### src/rtl/menu_if.sv
// Keyboard/datapath-to-sequencer bundle: held-key levels and stage pulse in, level/map/en/state out.
interface menu_if;
  logic       key_up;
  logic       key_down;
  logic       key_enter;
  logic       key_esc;
  logic       stage_clear;
  logic [2:0] level;
  logic [2:0] map;
  logic       en;
  logic [1:0] state;

  modport master (
    output key_up, key_down, key_enter, key_esc, stage_clear,
    input  level, map, en, state
  );

  modport slave (
    input  key_up, key_down, key_enter, key_esc, stage_clear,
    output level, map, en, state
  );
endinterface

### src/rtl/menu_controller.sv
// Game sequencer: menu cursor, arm delay, play enable and stage advance on stage_clear.
module menu_controller #(
  parameter int unsigned NUM_ITEMS      = 5,
  parameter int unsigned CONFIRM_CYCLES = 25_000_000,
  parameter int unsigned CLEAR_CYCLES   = 50_000_000
) (
  input logic   clk,
  input logic   rst,
  menu_if.slave bus
);

  localparam int unsigned CNT_MAX    = (CONFIRM_CYCLES > CLEAR_CYCLES) ? CONFIRM_CYCLES : CLEAR_CYCLES;
  localparam int unsigned CNT_W      = (CNT_MAX > 1) ? $clog2(CNT_MAX) : 1;
  localparam logic [2:0]  LAST_MAP   = 3'(NUM_ITEMS - 1);
  localparam logic [2:0]  LAST_LEVEL = 3'(NUM_ITEMS);
  localparam logic [CNT_W-1:0] CONFIRM_LOAD = CNT_W'(CONFIRM_CYCLES - 1);
  localparam logic [CNT_W-1:0] CLEAR_LOAD   = CNT_W'(CLEAR_CYCLES - 1);

  typedef enum logic [1:0] {
    MENU  = 2'd0,
    ARM   = 2'd1,
    PLAY  = 2'd2,
    CLEAR = 2'd3
  } state_t;

  state_t           state_q;
  logic [2:0]       level_q;
  logic [2:0]       map_q;
  logic             en_q;
  logic [CNT_W-1:0] cnt_q;

  logic prev_up, prev_down, prev_enter, prev_esc;
  logic ev_up, ev_down, ev_enter, ev_esc;

  assign ev_up    = bus.key_up    & ~prev_up;
  assign ev_down  = bus.key_down  & ~prev_down;
  assign ev_enter = bus.key_enter & ~prev_enter;
  assign ev_esc   = bus.key_esc   & ~prev_esc;

  // Previous key levels; reset high so a key held through reset gives no event.
  always_ff @(posedge clk or negedge rst) begin
    if (!rst) begin
      prev_up    <= 1'b1;
      prev_down  <= 1'b1;
      prev_enter <= 1'b1;
      prev_esc   <= 1'b1;
    end else begin
      prev_up    <= bus.key_up;
      prev_down  <= bus.key_down;
      prev_enter <= bus.key_enter;
      prev_esc   <= bus.key_esc;
    end
  end

  // Menu / arm / play / clear sequencer with registered outputs.
  always_ff @(posedge clk or negedge rst) begin
    if (!rst) begin
      state_q <= MENU;
      level_q <= 3'd0;
      map_q   <= 3'd0;
      en_q    <= 1'b0;
      cnt_q   <= '0;
    end else begin
      case (state_q)
        MENU: begin
          level_q <= 3'd0;
          en_q    <= 1'b0;
          if (ev_enter) begin
            state_q <= ARM;
            cnt_q   <= CONFIRM_LOAD;
          end else if (ev_up && !ev_down) begin
            map_q <= (map_q == 3'd0) ? LAST_MAP : map_q - 3'd1;
          end else if (ev_down && !ev_up) begin
            map_q <= (map_q == LAST_MAP) ? 3'd0 : map_q + 3'd1;
          end
        end
        ARM: begin
          if (ev_esc) begin
            state_q <= MENU;
            cnt_q   <= '0;
          end else if (cnt_q == '0) begin
            state_q <= PLAY;
            level_q <= map_q + 3'd1;
            en_q    <= 1'b1;
          end else begin
            cnt_q <= cnt_q - CNT_W'(1);
          end
        end
        PLAY: begin
          if (bus.stage_clear) begin
            state_q <= CLEAR;
            en_q    <= 1'b0;
            cnt_q   <= CLEAR_LOAD;
          end else if (ev_esc) begin
            state_q <= MENU;
            level_q <= 3'd0;
            en_q    <= 1'b0;
          end
        end
        CLEAR: begin
          if (cnt_q == '0) begin
            level_q <= 3'd0;
            if (level_q < LAST_LEVEL) begin
              state_q <= ARM;
              map_q   <= level_q;
              cnt_q   <= CONFIRM_LOAD;
            end else begin
              state_q <= MENU;
              map_q   <= 3'd0;
            end
          end else begin
            cnt_q <= cnt_q - CNT_W'(1);
          end
        end
        default: begin
          state_q <= MENU;
          level_q <= 3'd0;
          map_q   <= 3'd0;
          en_q    <= 1'b0;
          cnt_q   <= '0;
        end
      endcase
    end
  end

  assign bus.level = level_q;
  assign bus.map   = map_q;
  assign bus.en    = en_q;
  assign bus.state = state_q;

endmodule

### src/flat_wrapper.sv
// flat-port wrapper written by rule: the top's interface ports become plain ports
module menu_controller_flat 
#(
  parameter int unsigned NUM_ITEMS      = 5,
  parameter int unsigned CONFIRM_CYCLES = 25_000_000,
  parameter int unsigned CLEAR_CYCLES   = 50_000_000
)
  (clk, rst, bus_key_up, bus_key_down, bus_key_enter, bus_key_esc, bus_stage_clear, bus_level, bus_map, bus_en, bus_state);
  menu_if bus_i ();
  input logic clk;
  input logic rst;
  input wire logic [$bits(bus_i.key_up)-1:0] bus_key_up;
  input wire logic [$bits(bus_i.key_down)-1:0] bus_key_down;
  input wire logic [$bits(bus_i.key_enter)-1:0] bus_key_enter;
  input wire logic [$bits(bus_i.key_esc)-1:0] bus_key_esc;
  input wire logic [$bits(bus_i.stage_clear)-1:0] bus_stage_clear;
  output wire logic [$bits(bus_i.level)-1:0] bus_level;
  output wire logic [$bits(bus_i.map)-1:0] bus_map;
  output wire logic [$bits(bus_i.en)-1:0] bus_en;
  output wire logic [$bits(bus_i.state)-1:0] bus_state;
  assign bus_i.key_up = bus_key_up;
  assign bus_i.key_down = bus_key_down;
  assign bus_i.key_enter = bus_key_enter;
  assign bus_i.key_esc = bus_key_esc;
  assign bus_i.stage_clear = bus_stage_clear;
  assign bus_level = bus_i.level;
  assign bus_map = bus_i.map;
  assign bus_en = bus_i.en;
  assign bus_state = bus_i.state;
  menu_controller #(.NUM_ITEMS(NUM_ITEMS), .CONFIRM_CYCLES(CONFIRM_CYCLES), .CLEAR_CYCLES(CLEAR_CYCLES)) u_core (.clk(clk), .rst(rst), .bus(bus_i));
endmodule
### config.mk
export PLATFORM = sky130hd
export DESIGN_NAME = menu_controller_flat
export DESIGN_NICKNAME = d
export VERILOG_FILES = /design/src/rtl/menu_if.sv /design/src/rtl/menu_controller.sv /design/src/flat_wrapper.sv
export SDC_FILE = /design/constraint.sdc
export NUM_CORES = 1
export LEC_CHECK = 0
export ABC_CLOCK_PERIOD_IN_PS = 2700
export BUFFER_PORTS_ARGS = -buffer_cell sky130_fd_sc_hd__buf_2
export CORE_MARGIN = 2
export CORE_UTILIZATION = 45
export CTS_CLUSTER_DIAMETER = 150
export DETAILED_ROUTE_END_ITERATION = 16
export RECOVER_POWER = 100
export SLEW_MARGIN = 20
export SYNTH_ARGS = -nofsm -noshare
export SYNTH_HDL_FRONTEND = slang
export SYNTH_SLANG_ARGS = --single-unit
### constraint.sdc
create_clock -name clk -period 2.7 [get_ports clk]
set_input_delay 0.405 -clock clk [delete_from_list [all_inputs] [get_ports clk]]
set_output_delay 0.405 -clock clk [all_outputs]
set_load 0.02 [all_outputs]
# After elaboration in Yosys (flattened, before gate mapping)
# Index checks and enable logic that the tools add are counted.
[op_classes]
n_addsub = 3
mul = 0
div_mod_pow = 0
n_lt_le_gt_ge = 1
eq_ne = 17
shifts = 0
n_mux = 34
bitwise = 8
n_reduce_logical = 14
[op_table]
columns = ["operator", "count"]
rows = [
  ["2-to-1 mux 26 bit", 6],
  ["case mux 26 bit (4 select lines)", 1],
  ["2-to-1 mux 3 bit", 12],
  ["zero test 26 bit", 1],
  ["subtractor 26 x 1 -> 26 bit, second input constant", 1],
  ["AND reduction 4 bit", 4],
  ["2-to-1 mux 2 bit", 6],
  ["case mux 3 bit (4 select lines)", 1],
  ["!= test 2 x 1 -> 1 bit, second input constant", 4],
  ["!= test 2 bit, second input constant", 4],
  ["case mux 2 bit (4 select lines)", 1],
  ["!= test 3 x 1 -> 1 bit, second input constant", 2],
  ["!= test 3 x 2 -> 1 bit, second input constant", 2],
  ["case mux 3 bit (2 select lines)", 1],
  ["2-to-1 mux 1 bit", 5],
  ["AND reduction 5 bit", 1],
  ["bitwise AND 1 bit", 4],
  ["== test 2 bit, second input constant", 2],
  ["inverter 1 bit", 4],
  ["adder 3 x 1 -> 3 bit, second input constant", 1],
  ["== test 3 bit, second input constant", 1],
  ["zero test 3 bit", 1],
  ["< comparator 3 bit, second input constant", 1],
  ["!= test 3 bit, second input constant", 1],
  ["other kinds (8)", 10],
]
[totals]
regBits = 39
latch_bits = 0
mem_bits_rw = 0
rom_bits = 0
inputBits = 7
word_cells = 86
n_memories = 0

# Depth between registers and ports, before layout
[logic_depth]
depth_word = 8
depth_mapped = 8
depth_no_buf = 7

# Worst setup path after synthesis
# Ideal clock, no wire load.
[synth_path]
path_type = "reg-to-reg"
startpoint = "reg u_core.cnt_q[18]"
endpoint = "reg u_core.cnt_q[9]"
arrival_time_ns = 2.278
t_required_ns = 2.555
path_slack_ns = 0.277
stages_incl_launch_ff = 8
period_less_slack_ns = 2.423
cell_sequence = "dfrtp_1 or4_1 buf_2 or4_4 o31a_4 buf_6 nand2_1 o211ai_1"
[synth_between]
elab_chain_len = 3
word_cells_on_any_way = 6
cone_classes = "eq/ne: 2; mux: 2; reduce/logical: 2"
[synth_lines]
columns = ["item", "line", "text"]
rows = [
  ["from (decl)", "menu_controller.sv:30", "logic [CNT_W-1:0] cnt_q;"],
  ["from (signal assigned)", "menu_controller.sv:86", "cnt_q <= cnt_q - CNT_W'(1);"],
  ["from (signal assigned)", "menu_controller.sv:112", "cnt_q <= cnt_q - CNT_W'(1);"],
  ["zero test 26 bit (*)", "menu_controller.sv:81, menu_controller.sv:101", ""],
  ["!= test 3 bit (no source line), or another cell as far along", "-", ""],
  ["AND reduction 4 bit (no source line) / case mux 26 bit (4 select lines) (equally long branches)", "-", ""],
]
# Mark *: on every way between the ends. The rest lies on a longest branch, timed or not.
# A chain may end at the register's enable or synchronous reset.

# Final worst setup path
[layout_path]
startpoint = "reg u_core.cnt_q[18]"
endpoint = "reg u_core.map_q[1], in the netlist u_core.bus.map[1]"
[layout_between]
elab_chain_len = 3
[layout_lines]
columns = ["item", "line", "text"]
rows = [
  ["zero test 26 bit", "menu_controller.sv:101", "if (cnt_q == '0) begin"],
  ["!= test 2 x 1 -> 1 bit (no source line)", "-", ""],
  ["AND reduction 4 bit (no source line)", "-", ""],
  ["to (signal assigned)", "menu_controller.sv:72", "map_q <= (map_q == 3'd0) ? LAST_MAP : map_q - 3'd1;"],
  ["to (signal assigned)", "menu_controller.sv:74", "map_q <= (map_q == LAST_MAP) ? 3'd0 : map_q + 3'd1;"],
  ["to (signal assigned)", "menu_controller.sv:105", "map_q <= level_q;"],
  ["to (decl)", "menu_controller.sv:28", "logic [2:0] map_q;"],
]
# No other way between the ends.

==> flow_summary.toml <==
[die]
coreArea_mm2 = 0.00551
pin_count = 16
dieArea_mm2 = 0.00633
start_util = 0.466
die_x_um = 79.5
rows = 27
die_h_um = 79.5

[status]
violations = "capacitance limit, slew limit"
status = "finished, violations left"

[grt]
gr-total-overflow = 0
top_usage_layer = "met2"
track_usage = 0.220
met3_usage = 0.0385
grt_pass1_wl_um = 10800
grt_pass1_vias = 2232
antenna_found_initial = 0
grt_max_degree = 40
grt_util_met1 = 0.300
use_met2 = 0.350

[detailed_routing]
first_iter_violations = 120
postRouteAntennaNets = 0
drc = 0
viasPerCell = 6.03
wl_per_cell_um = 16.9
wirelength_um = 6500
dr.pass1.iters = 4
vias = 2317

[clock_tree]
post_cts_buffers = 0
cts_buffers = 5
post_cts_resized = 0
clkSlewWorstSetupHoldPaths_ns = 0.08
clk_latency_ns = 0.29
cts_tree = "built"
h-tree-depth = 2
cts_sinks = 39
clockBufferDepth = 2
ctsRootBufferMaster = "clkbuf_8"
postCtsHoldBufs = 0

[synth]
syn_area_per_cell_um2 = 9.07
syn_inst = 283
ys_ff_latch = 39
yosys_most_used_dff = "dfrtp_1"
yosys.area.top_type = "dfrtp_1"
yosysTopAreaCellShare = 0.341
yosys-top-cells-area = "dfrtp_1 34%, a21oi_1 4.9%, ha_1 4.4%"
syn_area_mm2 = 0.00257
syn_nets = 299
synth-async-reset-ratio = 1.00
synth_cell_types = 60
synth_warnings = 0
synth-edff-count = 0
ys_seq_area_frac = 0.382

[worst_setup_path]
critPathLaunch = "u_core.cnt_q[18]"
cp_top_family = "simple AND/OR/NAND/NOR gates"
worstSetupPathType = "register to register"
critPathBufInv = 1
crit_arrival_ns = 2.76
cp.required_ns = 2.88
rr_worst_depth = 6
r2r_slack_ns = 0.13
critPathMaxStageDelay_ns = 0.58
cp_max_fo = 7
cp-start-kind = "register"
regToRegEndpoint = "u_core.bus.map[1]"
r2r-start = "u_core.cnt_q[18]"
crit_path_end_kind = "register"
crit_path_top_delay_cell = "or4_1"
cp_cell_sequence = "or4_1 > buf_4 > nor4_4 > nand2_2 > a221o_1 > mux2_2"

[timing]
fmax_mhz = 389
fin_crit_sh = 0.952
fin_skew_ns = 0.00868
relSlewSlack = -0.428
rsz0062_at_grt = "no"
tightest_slew_ns = 2.14
finalMaxSlewViolations = 40
tns_ns = 0
period_minus_slack_ns = 2.57
hold_viol_final = 0
holdWs_ns = 0.201
setup_viol = 0

[worst_hold_path]
min_path_type = "input port to register"
holdPathStages = 1
hold_path_end = "u_core.prev_esc"
hold_start = "bus_key_esc"

[job]
drv_cap = 1

[place]
dp_hpwl_um = 4660
port_buffers = 15
dp_cells = 376
gp_congestion = 0.819

[final_layout]
final_common_cell = "dfrtp_1"
fin_util = 0.523
finalNetCount = 327
synthToLayoutAreaGrowth_pct = 12.2
instances_no_fill = 384
final_layout_size_suffix_gt1_frac = 0.173
antenna_cells = 0
final_cell_mix = "35 x dfrtp_1, 25 x nor2_1, 25 x a21oi_1, 17 x o21ai_0, 16 x buf_4"

[power]
power_mw = 3.57
powerDensity_mw_per_mm2 = 1240
ir_drop_uv = 576
power_leakage_nw = 1.15
-- cell type report --
cell class | count | area, µm²
clock inverters | 1 | 7.51
inverters | 15 | 56.3
multi-input cells | 216 | 1440
flip-flops and latches | 39 | 981
fillers | 529 | 2630
repair buffers | 34 | 210
clock buffers | 7 | 96.3
well taps | 72 | 90.1
-- kinds of logic after synthesis --
family,after synthesis,synth area share
AOI/OAI and AO/OA,103,0.280
muxes,8,0.0327
buffers and inverters,28,0.0531
DFF,39,0.382
and+or+nand+nor,95,0.205
adders and majority gates,9,0.0439
xor gates and xnor gates,1,0.00341
-- power breakdown --
group | internal, mW | switching (mW) | total (mW)
clock network | 0.233 | 0.210 | 0.443
logic | 0.895 | 1.20 | 2.09
registers | 0.804 | 0.230 | 1.03
-- layer usage --
metal	up-vias	share of wire
met5	-	0
met4	0	0.020
met3	12	0.048
met2	58	0.47
met1	1102	0.47
li1	1145	-
-- cells in the mapped netlist (2+ instances only) --
cell type / number
nor3_1: 15
a221o_1: 2
or3_1: 3
or3_2: 2
a311oi_1: 3
mux2_2: 3
and4_1: 2
ha_1: 9
o2bb2ai_1: 2
a22oi_1: 2
nor2b_1: 2
a22o_1: 3
nor4_1: 7
o22ai_1: 4
clkbuf_1: 5
mux2i_1: 5
o21a_1: 9
or2_2: 2
nand4_1: 5
or2b_2: 2
nand2b_1: 2
o21ai_0: 16
a41oi_1: 3
a31oi_1: 8
nand2_1: 12
buf_2: 4
a211oi_1: 2
inv_1: 14
buf_6: 2
or4_1: 2
a21oi_1: 25
o311ai_0: 3
dfrtp_1: 35
nor3b_1: 3
o211ai_1: 4
nor2_1: 25
nand3_1: 5
o22a_1: 6
dfstp_2: 4
-- stage by stage --
step	instance area (µm²)	setup slack, ns
floorplan	2570	0.277
global placement	2810	0.0767
detailed placement	2810	0.0771
CTS	2910	0.0688
global route	2880	0.0291
finish	2880	0.129
-- how the worst max path moves through the flow --
stage,slack [ns],depth (start not counted),endpoint
after floorplan,0.28,7,u_core.cnt_q[9]
after global placement,0.08,6,u_core.bus.map[1]
after detailed placement,0.08,6,u_core.bus.map[1]
after CTS,0.07,6,u_core.bus.map[1]
after global routing,0.03,10,u_core.cnt_q[19]
final,0.13,6,u_core.bus.map[1]
-- registers in the layout, indices dropped and copies added (netlist names) --
| signal | flops |
|---|---|
| u_core.bus.map | 3 |
| u_core.bus.level | 3 |
| u_core.cnt_q | 26 |
| u_core.bus.state | 2 |
| u_core.prev_enter | 1 |
| u_core.prev_esc | 1 |
| u_core.prev_up | 1 |
| u_core.prev_down | 1 |
| u_core.bus.en | 1 |
Note: power is estimated with default switching activity, not from simulation.
